--- config.mk ---
export PLATFORM = sky130hd
export DESIGN_NAME = gcd_operand_sequencer
export DESIGN_NICKNAME = d
export VERILOG_FILES = /design/src/rtl/gcd_operand_sequencer_pkg.sv /design/src/rtl/gcd_operand_fifo.sv /design/src/rtl/gcd_operand_sequencer.sv
export SDC_FILE = /design/constraint.sdc
export NUM_CORES = 1
export LEC_CHECK = 0
export BUFFER_PORTS_ARGS = -buffer_cell sky130_fd_sc_hd__clkbuf_2
export CORE_MARGIN = 4
export CORE_UTILIZATION = 30
export CTS_CLUSTER_DIAMETER = 80
export DETAILED_ROUTE_END_ITERATION = 8
export GPL_ROUTABILITY_DRIVEN = 0
export PLACE_DENSITY_LB_ADDON = 0.1
export RECOVER_POWER = 25
export SYNTH_ARGS = -nofsm -noshare
export SYNTH_HDL_FRONTEND = slang
export SYNTH_HIERARCHICAL = 1
export SYNTH_SLANG_ARGS = --single-unit
--- constraint.sdc ---
create_clock -name clk -period 6 [get_ports clk]
set_input_delay 1.2 -clock clk [delete_from_list [all_inputs] [get_ports clk]]
set_output_delay 1.2 -clock clk [all_outputs]
set_load 0.05 [all_outputs]
--- src/rtl/gcd_operand_sequencer_pkg.sv ---
// Shared definitions for the GCD operand sequencer: state encoding, operand
// width and the rule for jobs the engine must never see.
package gcd_operand_sequencer_pkg;

  localparam int OPW = 8;

  localparam logic [2:0] S_IDLE    = 3'd0;
  localparam logic [2:0] S_POP_A   = 3'd1;
  localparam logic [2:0] S_POP_B   = 3'd2;
  localparam logic [2:0] S_ENG_RST = 3'd3;
  localparam logic [2:0] S_PRES_A  = 3'd4;
  localparam logic [2:0] S_PRES_B  = 3'd5;
  localparam logic [2:0] S_WAIT    = 3'd6;
  localparam logic [2:0] S_OUT     = 3'd7;

  // The engine never terminates with a zero operand; gcd(x,0)=x is answered locally.
  function automatic logic gcd_trivial(input logic [OPW-1:0] a, input logic [OPW-1:0] b);
    return (a == '0) || (b == '0);
  endfunction

endpackage

--- src/rtl/gcd_operand_fifo.sv ---
// Small synchronous operand FIFO with a registered not-full flag and a
// combinational head, so a pop cycle can capture the byte it removes.
module gcd_operand_fifo #(
  parameter int DEPTH = 4,
  parameter int WIDTH = 8
) (
  input  logic                     clk,
  input  logic                     rst,
  input  logic                     push,
  input  logic                     pop,
  input  logic [WIDTH-1:0]         wdata,
  output logic [WIDTH-1:0]         rdata,
  output logic                     not_full,
  output logic                     empty,
  output logic [$clog2(DEPTH):0]   count
);

  localparam int AW = $clog2(DEPTH);
  localparam int CW = AW + 1;

  logic [WIDTH-1:0] mem_q [DEPTH];
  logic [AW-1:0]    wr_ptr_q, wr_ptr_d;
  logic [AW-1:0]    rd_ptr_q, rd_ptr_d;
  logic [CW-1:0]    count_q, count_d;
  logic             not_full_q, not_full_d;
  logic             do_push, do_pop;
  logic [DEPTH-1:0] wr_en;

  assign do_pop  = pop && (count_q != '0);
  // A pop frees a slot in the same cycle, so a full FIFO can still take a push.
  assign do_push = push && ((count_q != CW'(DEPTH)) || do_pop);

  for (genvar gi = 0; gi < DEPTH; gi++) begin : g_wr_en
    assign wr_en[gi] = do_push && (wr_ptr_q == AW'(gi));
  end

  always_comb begin
    wr_ptr_d = do_push ? wr_ptr_q + AW'(1) : wr_ptr_q;
    rd_ptr_d = do_pop  ? rd_ptr_q + AW'(1) : rd_ptr_q;
    case ({do_push, do_pop})
      2'b10:   count_d = count_q + CW'(1);
      2'b01:   count_d = count_q - CW'(1);
      default: count_d = count_q;
    endcase
    not_full_d = (count_d != CW'(DEPTH));
  end

  always_ff @(posedge clk) begin
    if (!rst) begin
      wr_ptr_q   <= '0;
      rd_ptr_q   <= '0;
      count_q    <= '0;
      not_full_q <= 1'b0;
    end else begin
      wr_ptr_q   <= wr_ptr_d;
      rd_ptr_q   <= rd_ptr_d;
      count_q    <= count_d;
      not_full_q <= not_full_d;
    end
  end

  always_ff @(posedge clk) begin
    for (int i = 0; i < DEPTH; i++) begin
      if (wr_en[i]) mem_q[i] <= wdata;
    end
  end

  assign rdata    = mem_q[rd_ptr_q];
  assign not_full = not_full_q;
  assign empty    = (count_q == '0);
  assign count    = count_q;

endmodule

--- src/rtl/gcd_operand_sequencer.sv ---
// Feeds operand pairs from a byte FIFO into the GCD engine, collects the
// result (or a timeout) and hands it downstream over valid/ready.
module gcd_operand_sequencer
  import gcd_operand_sequencer_pkg::*;
#(
  parameter int FIFO_DEPTH  = 4,
  parameter int RST_CYCLES  = 2,
  parameter int HOLD_CYCLES = 2,
  parameter int TIMEOUT     = 1024
) (
  input  logic       clk,
  input  logic       rst,
  input  logic [7:0] in_data,
  input  logic       in_valid,
  output logic       in_ready,
  output logic       gcd_rst,
  output logic [7:0] gcd_a,
  output logic [7:0] gcd_b,
  output logic       gcd_a_available,
  output logic       gcd_b_available,
  input  logic [7:0] gcd_out,
  input  logic       gcd_out_ready,
  output logic [7:0] res_data,
  output logic       res_valid,
  input  logic       res_ready,
  output logic       res_timeout,
  output logic       busy
);

  localparam int CW      = $clog2(FIFO_DEPTH) + 1;
  localparam int MAX_RH  = (RST_CYCLES > HOLD_CYCLES) ? RST_CYCLES : HOLD_CYCLES;
  localparam int CNT_MAX = (TIMEOUT > MAX_RH) ? TIMEOUT : MAX_RH;
  localparam int CNTW    = $clog2(CNT_MAX + 1);

  logic [OPW-1:0]  fifo_head;
  logic            fifo_not_full, fifo_empty, fifo_pop, fifo_push;
  logic [CW-1:0]   fifo_count;

  logic [2:0]      state_q, state_d;
  logic [CNTW-1:0] cnt_q, cnt_d;
  logic [OPW-1:0]  reg_a_q, reg_a_d, reg_b_q, reg_b_d;
  logic [OPW-1:0]  res_data_q, res_data_d;
  logic            res_timeout_q, res_timeout_d;
  logic            res_valid_q, res_valid_d;
  logic            busy_q, busy_d;
  logic            gcd_rst_q, gcd_rst_d;
  logic            a_av_q, a_av_d, b_av_q, b_av_d;
  logic [OPW-1:0]  gcd_a_q, gcd_a_d, gcd_b_q, gcd_b_d;

  assign fifo_push = in_valid && fifo_not_full;

  gcd_operand_fifo #(
    .DEPTH (FIFO_DEPTH),
    .WIDTH (OPW)
  ) u_fifo (
    .clk      (clk),
    .rst      (rst),
    .push     (fifo_push),
    .pop      (fifo_pop),
    .wdata    (in_data),
    .rdata    (fifo_head),
    .not_full (fifo_not_full),
    .empty    (fifo_empty),
    .count    (fifo_count)
  );

  // State and datapath registers.
  always_ff @(posedge clk) begin
    if (!rst) begin
      state_q       <= S_IDLE;
      cnt_q         <= '0;
      reg_a_q       <= '0;
      reg_b_q       <= '0;
      res_data_q    <= '0;
      res_timeout_q <= 1'b0;
      res_valid_q   <= 1'b0;
      busy_q        <= 1'b0;
      gcd_rst_q     <= 1'b1;
      a_av_q        <= 1'b0;
      b_av_q        <= 1'b0;
      gcd_a_q       <= '0;
      gcd_b_q       <= '0;
    end else begin
      state_q       <= state_d;
      cnt_q         <= cnt_d;
      reg_a_q       <= reg_a_d;
      reg_b_q       <= reg_b_d;
      res_data_q    <= res_data_d;
      res_timeout_q <= res_timeout_d;
      res_valid_q   <= res_valid_d;
      busy_q        <= busy_d;
      gcd_rst_q     <= gcd_rst_d;
      a_av_q        <= a_av_d;
      b_av_q        <= b_av_d;
      gcd_a_q       <= gcd_a_d;
      gcd_b_q       <= gcd_b_d;
    end
  end

  always_comb begin
    state_d       = state_q;
    cnt_d         = cnt_q;
    reg_a_d       = reg_a_q;
    reg_b_d       = reg_b_q;
    res_data_d    = res_data_q;
    res_timeout_d = res_timeout_q;
    fifo_pop      = 1'b0;
    case (state_q)
      S_IDLE: begin
        if (fifo_count >= CW'(2)) state_d = S_POP_A;
      end
      S_POP_A: begin
        fifo_pop = !fifo_empty;
        reg_a_d  = fifo_head;
        state_d  = S_POP_B;
      end
      S_POP_B: begin
        fifo_pop = !fifo_empty;
        reg_b_d  = fifo_head;
        cnt_d    = '0;
        if (gcd_trivial(reg_a_q, fifo_head)) begin
          res_data_d    = reg_a_q | fifo_head;
          res_timeout_d = 1'b0;
          state_d       = S_OUT;
        end else begin
          state_d = S_ENG_RST;
        end
      end
      S_ENG_RST: begin
        if (cnt_q == CNTW'(RST_CYCLES - 1)) begin
          cnt_d   = '0;
          state_d = S_PRES_A;
        end else begin
          cnt_d = cnt_q + CNTW'(1);
        end
      end
      S_PRES_A, S_PRES_B: begin
        if (cnt_q == CNTW'(HOLD_CYCLES - 1)) begin
          cnt_d   = '0;
          state_d = (state_q == S_PRES_A) ? S_PRES_B : S_WAIT;
        end else begin
          cnt_d = cnt_q + CNTW'(1);
        end
      end
      S_WAIT: begin
        // A result in the last allowed cycle still wins over the timeout.
        if (gcd_out_ready) begin
          res_data_d    = gcd_out;
          res_timeout_d = 1'b0;
          cnt_d         = '0;
          state_d       = S_OUT;
        end else if (cnt_q == CNTW'(TIMEOUT - 1)) begin
          res_data_d    = '0;
          res_timeout_d = 1'b1;
          cnt_d         = '0;
          state_d       = S_OUT;
        end else begin
          cnt_d = cnt_q + CNTW'(1);
        end
      end
      S_OUT: begin
        if (res_valid_q && res_ready) state_d = S_IDLE;
      end
      default: state_d = S_IDLE;
    endcase
  end

  // Output flops are computed from the next state so they line up with state_q.
  always_comb begin
    busy_d      = (state_d != S_IDLE);
    gcd_rst_d   = (state_d == S_ENG_RST);
    res_valid_d = (state_d == S_OUT);
    a_av_d      = (state_d == S_PRES_A) || (state_d == S_PRES_B) || (state_d == S_WAIT) ||
                  ((state_d == S_OUT) && a_av_q);
    b_av_d      = (state_d == S_PRES_B) || (state_d == S_WAIT) ||
                  ((state_d == S_OUT) && b_av_q);
    gcd_a_d     = gcd_a_q;
    gcd_b_d     = gcd_b_q;
    if (state_d == S_ENG_RST) begin
      gcd_a_d = reg_a_d;
      gcd_b_d = reg_b_d;
    end
  end

  assign in_ready        = fifo_not_full;
  assign gcd_rst         = gcd_rst_q;
  assign gcd_a           = gcd_a_q;
  assign gcd_b           = gcd_b_q;
  assign gcd_a_available = a_av_q;
  assign gcd_b_available = b_av_q;
  assign res_data        = res_data_q;
  assign res_valid       = res_valid_q;
  assign res_timeout     = res_timeout_q;
  assign busy            = busy_q;

endmodule

---- Word-level counts from Yosys, hierarchy flattened ----
Memories as Yosys holds them, arrays and structs flattened. A register that Yosys moved wholly into a read port is not among the register bits.
Cells that the tools add are included.
word-level totals
  register bits ........................... 68
  RAM bits ................................ 32
  bits of input ports ..................... 21
  output and inout bits ................... 31
  logic and storage cells ................. 126
  memories kept ........................... 1
cells by class
  $add $sub $neg .......................... 5
  $lt $le $gt $ge ......................... 1
  equality and inequality tests ........... 23
  muxes and demuxes ....................... 44
  bitwise operators ....................... 1
  reduce and logical (&&, ||, !) cells .... 34
memories
  name          words  width  rd ports  clocked after memory_dff  write ports  line                    RTL
  u_fifo.mem_q  4      8      1         1                         1            gcd_operand_fifo.sv:21  logic [WIDTH-1:0] mem_q [DEPTH];
operators by type and width
  kind                                                    count
  two-way mux 8 bit                                       8
  two-way mux 11 bit                                      3
  case mux 11 bit (3 select lines)                        1
  equality test 3 bit (second input constant)             8
  OR reduction 8 bit                                      3
  two-way mux 3 bit                                       7
  case mux 3 bit (7 select lines)                         1
  zero test 8 bit                                         2
  case mux 8 bit (2 select lines)                         1
  two-way mux 1 bit                                       15
  two-way mux 2 bit                                       6
  adder 11 x 1 -> 11 bit (second input constant)          1
  equality test 11 x 1 -> 1 bit (second input constant)   1
  equality test 11 x 10 -> 1 bit (second input constant)  1
  logical AND 1 bit                                       10
  equality test 3 x 2 -> 1 bit (second input constant)    3
  inequality test 3 bit (second input constant)           3
  nonzero test 3 bit                                      3
  OR 8 bit                                                1
  logical OR 1 bit                                        7
  equality test 2 bit (second input constant)             3
  zero test 3 bit                                         2
  case mux 3 bit (2 select lines)                         1
  adder 2 x 1 -> 2 bit (second input constant)            2
  other kinds (13)                                        15

---- Logic depth before layout (Yosys ltp) ----
Gate-level depths: netlist of run 1.
  depth in word-level cells ............... 13
  gate-level depth with buffers ........... 13
  mapped depth without buffers ............ 9

---- Modules after synthesis ----
The synthesis of run 1 kept the hierarchy.
by module, submodules not included
  module                 times used  cells each  area each (um2)  sequential area each (um2)
  gcd_operand_sequencer  1           317         2,806.4          1,201.2
  gcd_operand_fifo       1           115         1,805.5          1,161.1

---- Worst setup path before layout of run 1 ----
OpenSTA, ideal clock, no wires.
  kind .................................... input port to flip-flop
  from .................................... input port in_valid
  to ...................................... register u_fifo.count_q[2], in the netlist u_fifo/count[2]
  library setup time ...................... 0.120 ns
  arrival time ............................ 2.942 ns
  data required time ...................... 5.880 ns
  path slack .............................. 2.938 ns
  cell stages on the path ................. 8
  buffers on the path ..................... 1
  cells stage by stage .................... and2_1 > buf_4 > and2b_1 > nand2b_1 > fa_1 > or3b_1 > and3_4 > o31a_1
between the ends
  cells in the longest elaborated chain, start to end .. 4
  elaborated cells between the ends (all ways) .. 5
  those cells by class .................... 2 x eq/ne; 1 x mux; 2 x reduce/logical
RTL lines
  element                                                              line                         RTL
  start, declared                                                      gcd_operand_sequencer.sv:14  input logic in_valid,
  logical AND 1 bit (*)                                                gcd_operand_sequencer.sv:50  assign fifo_push = in_valid && fifo_not_full;
  logical AND 1 bit (*)                                                gcd_operand_fifo.sv:31       assign do_push = push && ((count_q != CW'(DEPTH)) || do_pop);
  equality test 2 x 1 -> 1 bit or equality test 2 bit (tied branches)  gcd_operand_fifo.sv:40       case ({do_push, do_pop})
  case mux 3 bit (2 select lines) (*)                                  gcd_operand_fifo.sv:40
  end signal, assigned                                                 gcd_operand_fifo.sv:57       count_q <= count_d;
  end, declared                                                        gcd_operand_fifo.sv:24       logic [CW-1:0] count_q, count_d;
Mark *: on every way between the ends. The rest lies on a longest branch, timed or not.
A chain may end at the register's enable or synchronous reset.

---- Worst setup path in the final report of run 1 ----
  from .................................... register state_q[1]
  to ...................................... register u_fifo.count_q[2], in the netlist u_fifo/count[2]
between the ends
  cells in the longest elaborated chain, start to end .. 8
  elaborated cells between the ends (all ways) .. 10
  those cells by class .................... 4 x eq/ne; 2 x mux; 4 x reduce/logical
RTL lines
  element                                                                       line                          RTL
  start, declared                                                               gcd_operand_sequencer.sv:39   logic [2:0] state_q, state_d;
  start signal, assigned                                                        gcd_operand_sequencer.sv:84   state_q <= state_d;
  equality test 3 x 2 -> 1 bit or equality test 3 x 1 -> 1 bit (tied branches)  gcd_operand_sequencer.sv:108  case (state_q)
  OR reduction 2 bit (no line) (*)                                              -
  two-way mux 1 bit (*)                                                         -
  named net fifo_pop                                                            gcd_operand_sequencer.sv:36   logic fifo_not_full, fifo_empty, fifo_pop, fifo_push;
  logical AND 1 bit (*)                                                         gcd_operand_fifo.sv:29        assign do_pop = pop && (count_q != '0);
  logical OR 1 bit                                                              gcd_operand_fifo.sv:31
  logical AND 1 bit                                                             gcd_operand_fifo.sv:31
  equality test 2 x 1 -> 1 bit or equality test 2 bit (tied branches)           gcd_operand_fifo.sv:40
  case mux 3 bit (2 select lines) (*)                                           gcd_operand_fifo.sv:40
The timed path passes the listed nets; every way through them passes the cells marked *.

==> Implementation_results.wiki, run 1 <==
{| class="wikitable"
! Metric !! Value
|-
| Tightest Pin Transition || 1630 ps
|-
| Area inside the core boundary || 0.0151 mm^2
|-
| Main flop type after synthesis || dfxtp_1
|-
| Highest net fanout along the worst path || 13
|-
| Worst EP arrival || 4050 ps
|-
| Cell type with the highest occurrence count on the critical path || nor2_1
|-
| Master cell of the clock root buffer || clkbuf_16
|-
| Count of pins over their slew limit || 34
|-
| Effective utilization at floorplan || 30.5%
|-
| First-pass detailed-route iteration total || 4
|-
| Vert. Die Dim || 132 um
|-
| Kind of critical path || reg -> reg
|-
| Total of endpoints with negative setup slack in the final report || 0
|-
| Maximum level of the CTS H-tree || 3
|-
| DRT Wirelength || approximately 11000 um
|-
| Critical Path Sink Type || flop
|-
| Relative slew margins || -8.86%
|-
| Synthesized area || approximately 0.0046 mm^2
|-
| Post-detailed-placement half-perimeter wirelength || 7280 um
|-
| Hold_buf cts || 0
|-
| Number of clock buffers inserted by TritonCTS || 9
|-
| First-pass GRT wire length || about 17000 um
|-
| Count of antenna-violating nets left after detailed routing || 0
|-
| Portion of the clock cycle consumed by the worst path in the final layout || 63.6%
|-
| Final total negative setup slack || 0 ps
|-
| Final Hold Fails || 0
|-
| Vias || 3316
|-
| Syn_nets || 460
|-
| Count of inserted antenna diode cells || 0
|-
| Crit-path max cell delay || 850 ps
|-
| Worst Skew || ~12 ps
|-
| Tightest Hold Check Type || reg -> reg
|-
| Port Buffers || 51
|-
| Total Routing Usage GR || 12.1%
|-
| Clock buffer depth || 2
|-
| Mean Syn Cell Area || 10.7 um^2
|-
| Final Critical Period || 3810 ps
|-
| Number of flip-flops and latches in the synthesized netlist || 102
|-
| Number of cells in the design after placement || 646
|-
| Proportion of synthesized chip area in sequential cells || 51.2%
|-
| Std cell rows || 45
|-
| TritonCTS clock tree || built
|-
| Status || finished with violations
|-
| Average wire per cell in the routed design || 16.0 um
|-
| Clock-pin slew on the worst setup and hold paths || 70 ps
|-
| List of cells traversed by the critical path || nor3b_2 -> nor2_1 -> nor2_1 -> and2b_1 -> nand2b_1 -> fa_1 -> or3b_1 -> and3_4 -> o31a_1
|-
| Post-synthesis cell type count || 69
|-
| Required time at the endpoint of the critical path || 6230 ps
|-
| Slack of the critical path || about 2200 ps
|-
| Total power density per cell area || 301 mW/mm^2
|-
| Clock Sinks || 102
|-
| Post-route non-filler standard cell count || around 660
|-
| Number of global-route vias before repair || 3194
|-
| DRC violations left || 0
|-
| WHS || 467 ps
|-
| Setup fix buffers added after clock tree synthesis || 0
|-
| Initial antenna violation count || 0
|-
| Number of design-rule violations left by the first detailed-router iteration || between 100 and 150
|-
| YS warnings || 6
|-
| Largest net degree at the start of global routing || 34
|-
| Cell leakage power || 1.93 nW
|-
| Fmax || around 260 MHz
|-
| Number of gates resized after cts || 0
|-
| Mean number of vias per cell || 5.01
|-
| Die footprint || 0.0174 mm^2
|-
| Number of ports placed on the die boundary || 52
|-
| Place WS || 2230 ps
|-
| Gate Count Post-Synth || 432
|-
| Count of flip-flops with a built-in enable after synthesis || 32
|-
| Standard cell with the maximum stage delay on the critical path || nor3b_2
|-
| Standard cell area after detailed placement || 0.00500 mm^2
|-
| Worst reg2reg path depth || 9
|-
| Reported max-cap violation count || 1
|-
| Synthesis-to-finish area growth || 14.9%
|-
| Clk Latency, worst-skew pair || 350 ps
|-
| Violations in the final reports || max-capacitance violations, max-slew violations
|-
| Total global routing overflow || 0
|-
| Overall die width || 132 um
|-
| Share of flip-flops with an asynchronous set or reset after synthesis || 0%
|-
| Peak ir drop on the vdd network || about 0.15 mV
|-
| Final design area excluding fillers || between 0.005 and 0.006 mm^2
|-
| Setup repair after global routing missed its margin || false
|-
| Share of layout cells above drive strength 1 || 20.9%
|-
| Worst Setup Start Kind || flop
|-
| Depth of the worst hold-timing path || 2
|-
| # nets final || 497
|}
-- stage by stage --
step	utilization [%]	total power, mW
floorplan	-	0.940
global placement	33.0	0.993
detailed placement	33.0	0.995
CTS	35.1	1.63
global route	35.0	1.68
finish	35.0	1.60
-- Yosys cell counts, types with 5 or more instances --
| library cell | number | area, um^2 |
|---|---|---|
| nand3_1 | 21 | 105 |
| ha_1 | 6 | 75.1 |
| a21oi_1 | 40 | 200 |
| nor2_1 | 42 | 158 |
| buf_2 | 9 | 45.0 |
| clkbuf_1 | 14 | 52.6 |
| or4_1 | 5 | 37.5 |
| and2_1 | 19 | 119 |
| nand2_1 | 13 | 48.8 |
| and3_1 | 5 | 31.3 |
| a31oi_1 | 7 | 43.8 |
| nor3_1 | 6 | 30.0 |
| dfxtp_1 | 70 | 1400 |
| mux4_2 | 8 | 180 |
| inv_1 | 11 | 41.3 |
| mux2_2 | 17 | 191 |
| nand2b_1 | 6 | 37.5 |
| mux2i_1 | 18 | 180 |
| o21ai_0 | 18 | 90.1 |
| edfxtp_1 | 32 | 961 |
-- sequential cells by signal, summed over array words and instances, names as in the netlist, 2 cells and up, named ones only --
signal and flops:
cnt_q 11, gcd_a 8, gcd_b 8, reg_a_q 8, reg_b_q 8, res_data 8, state_q 3, u_fifo/count 3
u_fifo/mem_q 32, u_fifo/rd_ptr_q 2, u_fifo/wr_ptr_q 2
-- placed cells by master, fill, tap and decap left out, types with 2 or more instances in the layout --
cell	count
nand3_1	21
inv_6	3
and2_1	19
nand4_1	2
ha_1	6
dfxtp_1	70
o31ai_1	2
o21ai_0	18
a41oi_1	2
clkbuf_1	10
mux2i_1	18
nand3b_1	2
nor4_1	2
a21oi_1	40
or4_1	5
nand2b_1	6
xor2_1	4
clkbuf_16	9
nor2b_1	3
a31oi_1	7
nor2_1	42
nor4b_1	2
mux4_2	8
nand2_1	13
mux2_2	17
a21o_1	2
inv_1	11
clkbuf_2	42
nor3_1	6
edfxtp_1	32
or2_2	4
clkinv_1	2
and3_1	5
-- report_power, final --
group          internal (mW)  total [mW]  switching, mW
clock                  0.342       0.619          0.277
sequential             0.741       0.765         0.0243
combinational         0.0735       0.211          0.138
-- kinds of logic (layout without fill, tap and decap cells) --
family                   Yosys count  after routing  synth area share (%)
XOR/XNOR                           4              4                 0.760
AND/OR/NAND/NOR                  143            143                  17.3
buffers and inverters             39             81                  3.69
flip-flops                       102            102                  51.2
AO/OA/AOI/OAI                     94             94                  13.1
multiplexers                      43             43                  12.0
adder cells (fa/ha/maj)            7              7                  2.06
-- critical path: cells and delay by family, from the launching register on --
family | cells | cell delay (ps)
adders and majority gates | 1 | 410
AOI/OAI and AO/OA | 1 | 290
and+or+nand+nor | 7 | 2410
DFF | 1 | 570
-- path summary, 6_finish.rpt --
| path | slack, ps | start | endpoint |
|---|---|---|---|
| worst max register to register | 2190 | state_q[1] | u_fifo/count[2] |
| worst min-delay path | 470 | res_data[4] | res_data[4] |
| worst min register to register | 470 | res_data[4] | res_data[4] |
| worst max-delay path | 2190 | state_q[1] | u_fifo/count[2] |
-- metal layers --
metal	track usage, %	vias up	share of wire (%)
met5	0	-	0
met4	4.73	0	1.5
met3	2.48	12	2.8
met2	19.6	48	46
met1	16.0	1613	49
li1	-	1643	-
-- cell type report --
type / instances / area (um^2)
clock inverters: 6 / 76.3
repair buffers: 53 / 255
flip-flops and latches: 102 / 2360
clock buffers: 10 / 239
multi-input cells: 291 / 2080
well taps: 188 / 235
fillers: 1524 / 9850
inverters: 12 / 45.0
Note: power is estimated with default switching activity, not from simulation.
==> inputs of run 2 (changes only) <==
--- a/config.mk
+++ b/config.mk
@@ -5,6 +5,7 @@
 export SDC_FILE = /design/constraint.sdc
 export NUM_CORES = 1
 export LEC_CHECK = 0
+export ABC_AREA = 1
 export BUFFER_PORTS_ARGS = -buffer_cell sky130_fd_sc_hd__clkbuf_2
 export CORE_MARGIN = 4
 export CORE_UTILIZATION = 30
==> constraint.sdc (replaced) <==
create_clock -name clk -period 3.1 [get_ports clk]
set_input_delay 0.62 -clock clk [delete_from_list [all_inputs] [get_ports clk]]
set_output_delay 0.62 -clock clk [all_outputs]
set_load 0.05 [all_outputs]
==> Implementation_results.wiki, run 2 <==
{| class="wikitable"
! Metric !! Value
|-
| Status || finished clean
|-
| Share of layout cells above drive strength 1 || between 10 and 15%
|-
| Portion of the clock cycle consumed by the worst path in the final layout || 78.4%
|-
| Hold_buf cts || 0
|-
| Share of the core filled with cells || 35.2%
|-
| # nets final || between 600 and 700
|-
| Kind of critical path || reg -> reg
|-
| Top cell type's share of synthesized area || 30.4%
|-
| Complex-gate fraction of the synthesized area || 12.4%
|-
| Standard cell area after detailed placement || between 0.005 and 0.006 mm^2
|-
| Cell type with the highest occurrence count on the critical path || nor2_1
|-
| Relative slew margins || 59.1%
|-
| Leading cell type by number of instances after synthesis || nand2_1
|-
| Adder-cell share of the synthesized area || 2.06%
|-
| Mean Syn Cell Area || 8.14 um^2
|-
| Mux cell area share after synthesis || 0%
|-
| Critical Path Sink Type || flop
|-
| Number of ports placed on the die boundary || 52
|-
| Port Buffers || 51
|-
| Std cell rows || 45
|-
| Total global routing overflow || 0
|-
| Area inside the core boundary || 0.0151 mm^2
|-
| Worst EP arrival || roughly 2700 ps
|-
| Count of antenna-violating nets left after detailed routing || 0
|-
| Clk Latency, worst-skew pair || 360 ps
|-
| Crit-path max cell delay || approximately 450 ps
|-
| Count of inserted antenna diode cells || 0
|-
| Sequential cell area || 0.00236 mm^2
|-
| Peak ir drop on the vdd network || 0.358 mV
|-
| Number of gates resized after cts || 0
|-
| Tightest Pin Transition || 616 ps
|-
| Count of flip-flops with a built-in enable after synthesis || 32
|-
| Total Routing Usage GR || 13.7%
|-
| Post-detailed-placement half-perimeter wirelength || 8520 um
|-
| Setup repair after global routing missed its margin || false
|-
| Final Hold Fails || 0
|-
| Leading cell types in the layout, fill and taps excluded || nand2_1, nor2_1, dfxtp_1
|-
| Syn_nets || roughly 590
|-
| Final design area excluding fillers || 0.00534 mm^2
|-
| First-pass detailed-route iteration total || 5
|-
| Required time at the endpoint of the critical path || approximately 3300 ps
|-
| Clock Sinks || 102
|-
| DRC violations left || 0
|-
| Final Critical Period || 2430 ps
|-
| Synthesized area || ~0.0046 mm^2
|-
| Fill cell instance count of the final layout || 1575
|-
| Cell leakage power || 2.22 nW
|-
| Worst Skew || 9.66 ps
|-
| Total of endpoints with negative setup slack in the final report || 0
|-
| Main flop type after synthesis || dfxtp_1
|-
| Number of design-rule violations left by the first detailed-router iteration || 212
|-
| Max reg flops || 32
|-
| Vert. Die Dim || ~130 um
|-
| YS warnings || 6
|-
| Number of clock buffers inserted by TritonCTS || 9
|-
| Die footprint || 0.0174 mm^2
|-
| Post-synthesis cell type count || 38
|-
| Effective utilization at floorplan || 30.4%
|-
| Synth cell count leaders || nand2_1, nor2_1, dfxtp_1
|-
| Initial antenna violation count || 0
|-
| Count of pins over their slew limit || 0
|-
| Largest net degree at the start of global routing || 34
|-
| Top reg by flops || u_fifo/mem_q
|-
| Setup fix buffers added after clock tree synthesis || 0
|-
| Reported max-cap violation count || 0
|-
| Area leader, netlist || dfxtp_1
|-
| Total power density per cell area || ~880 mW/mm^2
|-
| Top cells by area in the synthesized netlist || dfxtp_1, edfxtp_1, nand2_1
|-
| List of cells traversed by the critical path || inv_2 -> o21ai_0 -> o22ai_1 -> nor2_1 -> nand3_1 -> nor2_1 -> nor2_1 -> nor2_4 -> nor2_8 -> nand2_4 -> nand2_1 -> a21oi_1
|-
| Average wire per cell in the routed design || 14.0 um
|-
| Largest registers in the final layout || u_fifo/mem_q (32), cnt_q (11)
|-
| Simple-gate share of the synthesized area || 25.2%
|-
| Standard cell with the maximum stage delay on the critical path || dfxtp_1
|-
| TritonCTS clock tree || built
|-
| Number of global-route vias before repair || between 3000 and 4000
|-
| Clock buffer depth || 2
|-
| Total area of multi-input combinational cells || 0.00185 mm^2
|-
| Largest family of logic cells by synthesized area || simple AND/OR/NAND/NOR gates
|-
| Gate Count Post-Synth || 566
|-
| Final total negative setup slack || 0 ps
|-
| Vias || 3716
|-
| Master cell of the clock root buffer || clkbuf_16
|-
| First-pass GRT wire length || roughly 19000 um
|-
| Share of flip-flops with an asynchronous set or reset after synthesis || 0%
|-
| Total power || 4.71 mW
|-
| Fmax || 412 MHz
|-
| Overall die width || between 100 and 150 um
|-
| Number of flip-flops and latches in the synthesized netlist || 102
|-
| Proportion of synthesized chip area in sequential cells || 51.3%
|-
| Worst Setup Start Kind || flop
|-
| Xor and xnor fraction of the mapped netlist area || less than 1%
|-
| Maximum level of the CTS H-tree || 3
|-
| Place WS || between 600 and 700 ps
|-
| DRT Wirelength || 11400 um
|-
| Synthesis-to-finish area growth || 15.9%
|-
| Clock-pin slew on the worst setup and hold paths || 70 ps
|-
| Most common cell after layout, fill and taps aside || nand2_1
|-
| Tightest Hold Check Type || reg -> reg
|-
| Mean number of vias per cell || 4.57
|-
| Slack of the critical path || between 600 and 700 ps
|-
| Highest net fanout along the worst path || 18
|}
-- run 2: cell types whose count changed after synthesis, sizes merged, moves of 17 or more --
cell | previous run | this run
and2 | 19 | 2
inv | 11 | 74
mux2 | 17 | 0
mux2i | 18 | 0
nand2 | 13 | 101
nand3 | 21 | 51
nor2 | 42 | 98
o21ai | 20 | 59
-- run 2: layout make-up --
class	count	area share (%)
Clock buffer	9	4.22
Clock inverter	7	1.43
Inverter	75	5.28
Multi-Input combinational cell	372	34.7
Sequential cell	102	44.3
Tap cell	188	4.41
Timing Repair Buffer	60	5.67
-- run 2: worst paths after layout --
check,start,to,cells after the start,slack (ps)
hold reg to reg,gcd_b[1],gcd_b[1],2,460
hold / removal,gcd_b[1],gcd_b[1],2,460
setup reg to reg,flop,gcd_b[3],12,670
setup / recovery,flop,gcd_b[3],12,670
-- run 2: cell families (layout without fill, tap and decap cells) --
family                     Yosys count  after routing
adders and majority gates            7              7
xor gates and xnor gates             3              3
DFF                                102            102
and+or+nand+nor                    256            256
AOI/OAI and AO/OA                  106            106
buffers and inverters               92            151
-- run 2: stage by stage --
| stage | hold slack, ps | cells |
|---|---|---|
| finish | 463 | 813 |
| global route | 484 | 813 |
| CTS | 465 | 813 |
| detailed placement | 454 | 797 |
| global placement | 456 | 797 |
| floorplan | 441 | 566 |
-- run 2: power breakdown --
part | switching, mW | internal, mW | total, mW
logic | 1.31 | 0.480 | 1.79
registers | 0.169 | 1.62 | 1.79
clock network | 0.562 | 0.573 | 1.14
total | 2.04 | 2.68 | 4.71
-- run 2: per-layer routing --
metal	vias up	GRT usage, %	wire length [um]
met5	-	0	0
li1	1950	-	-
met1	1674	17.9	5560
met2	76	21.9	5190
met4	0	5.19	225
met3	16	3.28	435
-- run 2: critical path: cells and delay by family (launching register included) --
kind	cells	cell delay [ps]
and+or+nand+nor	8	1130
buffers and inverters	1	260
AOI/OAI and AO/OA	3	460
DFF	1	450
==> inputs of run 3 (changes only) <==
==> constraint.sdc (replaced) <==
create_clock -name clk -period 2.5 [get_ports clk]
set_input_delay 0.5 -clock clk [delete_from_list [all_inputs] [get_ports clk]]
set_output_delay 0.5 -clock clk [all_outputs]
set_load 0.05 [all_outputs]
==> Implementation_results.wiki, run 3 (same netlist as run 2, synthesis figures left out) <==
{| class="wikitable"
! Metric !! Value
|-
| Relative slew margins || between 40% and 50%
|-
| Initial antenna violation count || 0
|-
| Place WS || 27.8 ps
|-
| First-pass GRT wire length || between 15000 and 20000 um
|-
| Total of endpoints with negative setup slack in the final report || 0
|-
| TritonCTS clock tree || built
|-
| Fill cell instance count of the final layout || 1588
|-
| Number of ports placed on the die boundary || 52
|-
| Cell leakage power || 2.27 nW
|-
| Synthesis-to-finish area growth || 17.6%
|-
| Endpoint of the most critical setup path || gcd_a[6]
|-
| Effective utilization at floorplan || 30.4%
|-
| Largest net degree at the start of global routing || 26
|-
| Standard cell with the maximum stage delay on the critical path || dfxtp_2
|-
| Average wire per cell in the routed design || 13.8 um
|-
| Post-detailed-placement half-perimeter wirelength || 8480 um
|-
| Post-route non-filler standard cell count || 819
|-
| Clk Latency, worst-skew pair || 350 ps
|-
| Worst reg2reg path depth || 11
|-
| Total global routing overflow || 0
|-
| Port Buffers || 51
|-
| Highest net fanout along the worst path || 17
|-
| First-pass detailed-route iteration total || 4
|-
| Worst Setup Start Kind || flop
|-
| Final Critical Period || between 2000 and 2500 ps
|-
| Clock buffer depth || 2
|-
| Area inside the core boundary || 0.0151 mm^2
|-
| Leading cell types in the layout, fill and taps excluded || nand2_1, nor2_1, dfxtp_1
|-
| Count of antenna-violating nets left after detailed routing || 0
|-
| DRC violations left || 0
|-
| Largest registers in the final layout || u_fifo/mem_q (32), cnt_q (11)
|-
| R2R setup slack || 360 ps
|-
| Required time at the endpoint of the critical path || approximately 2800 ps
|-
| Final total negative setup slack || 0 ps
|-
| DRT Wirelength || 11300 um
|-
| Overall die width || ~130 um
|-
| Maximum level of the CTS H-tree || 3
|-
| Std cell rows || 45
|-
| Clock Sinks || 102
|-
| Mean number of vias per cell || 4.56
|-
| Vias || between 3000 and 4000
|-
| Worst Skew || 5.60 ps
|-
| Number of clock buffers inserted by TritonCTS || 9
|-
| Count of inserted antenna diode cells || 0
|-
| Slack of the critical path || 356 ps
|-
| Critical Path Sink Type || flop
|-
| # nets final || about 650
|-
| Master cell of the clock root buffer || clkbuf_16
|-
| Die footprint || 0.0174 mm^2
|-
| Count of pins over their slew limit || 0
|-
| Capture point of the worst reg-to-reg path || gcd_a[6]
|-
| Tightest Hold Check Type || in -> reg
|-
| Portion of the clock cycle consumed by the worst path in the final layout || 85.7%
|-
| Peak ir drop on the vdd network || 0.376 mV
|-
| Max reg flops || 32
|-
| Final Hold Fails || 0
|-
| Number of global-route vias before repair || between 3000 and 4000
|-
| Crit-path max cell delay || 510 ps
|-
| Most common cell after layout, fill and taps aside || nand2_1
|-
| Setup repair after global routing missed its margin || false
|-
| Number of cells in the design after placement || 800
|-
| List of cells traversed by the critical path || o21ai_0 -> o22ai_1 -> inv_1 -> nand3_1 -> nor2_1 -> nor2_1 -> nor2_4 -> nor2_8 -> buf_12 -> nand3_1 -> a21oi_1
|-
| Clock-pin slew on the worst setup and hold paths || 70 ps
|-
| Tightest Pin Transition || 797 ps
|-
| Hold_buf cts || 0
|-
| Total power density per cell area || 1100 mW/mm^2
|-
| Kind of critical path || reg -> reg
|-
| Worst EP arrival || 2400 ps
|-
| Status || finished clean
|-
| Total Routing Usage GR || 13.4%
|-
| Share of layout cells above drive strength 1 || 16.0%
|-
| Vert. Die Dim || 132 um
|-
| Top reg by flops || u_fifo/mem_q
|-
| Number of design-rule violations left by the first detailed-router iteration || 236
|-
| Fmax || 466 MHz
|-
| Reported max-cap violation count || 0
|}
run 3: cell count changes in the layout (fill, tap and decap cells not counted), sizes merged:
| cell | change |
|---|---|
| buf | +6 |
| clkinv | -2 |
| inv | +2 |
run 3: critical path: cells and delay by family (launching register included):
kind	cells	cell delay, ps
AO/OA/AOI/OAI	3	570
flip-flops	1	510
buffers and inverters	2	280
AND/OR/NAND/NOR	6	700
run 3: what timing repair did:
| action | CTS | global route |
|---|---|---|
| setup endpoints to repair | 0 | 30 |
| setup buffers | 0 | 3 |
| resized for setup | 0 | 4 |
run 3: power breakdown:
part	internal (mW)	switching [mW]
Clock	0.711	0.691
Sequential	2.01	0.195
Combinational	0.723	1.65
Total	3.45	2.53
run 3: metrics by stage:
step	total power, mW	util (%)	hold slack (ps)	instance area (um^2)
final	5.98	35.8	408	5420
after CTS	5.96	35.5	343	5370
after global routing	6.44	35.8	418	5420
after floorplan	3.98	-	441	4610
after detailed placement	4.52	33.5	456	5080
after global placement	4.51	33.5	452	5080
run 3: worst min path at each step:
stage | startpoint | endpoint | slack, ps | cells after the start
floorplan | u_fifo/rd_ptr_q[1] | flop | 440 | 2
finish | in_data[3] | u_fifo/mem_q[0][3] | 410 | 1
global placement | gcd_b[3] | gcd_b[3] | 450 | 2
global route | in_data[0] | u_fifo/mem_q[3][0] | 420 | 1
CTS | in_data[4] | u_fifo/mem_q[0][4] | 340 | 1
detailed placement | gcd_b[1] | gcd_b[1] | 460 | 2
run 3: final cells by class:
cell class | count | area, um^2 | share of cell area, %
Clock buffer | 9 | 225 | 4.16
Clock inverter | 7 | 71.3 | 1.32
Inverter | 75 | 284 | 5.24
Multi-Input combinational cell | 372 | 1870 | 34.4
Sequential cell | 102 | 2360 | 43.6
Tap cell | 188 | 235 | 4.34
Timing Repair Buffer | 66 | 373 | 6.88
run 3: routing by layer:
layer	wire [um]	track usage (%)	vias to the layer above
met1	5260	17.0	1674
met3	544	3.24	17
met4	270	5.19	0
li1	-	-	1964
met5	0	0	-
met2	5230	22.1	78
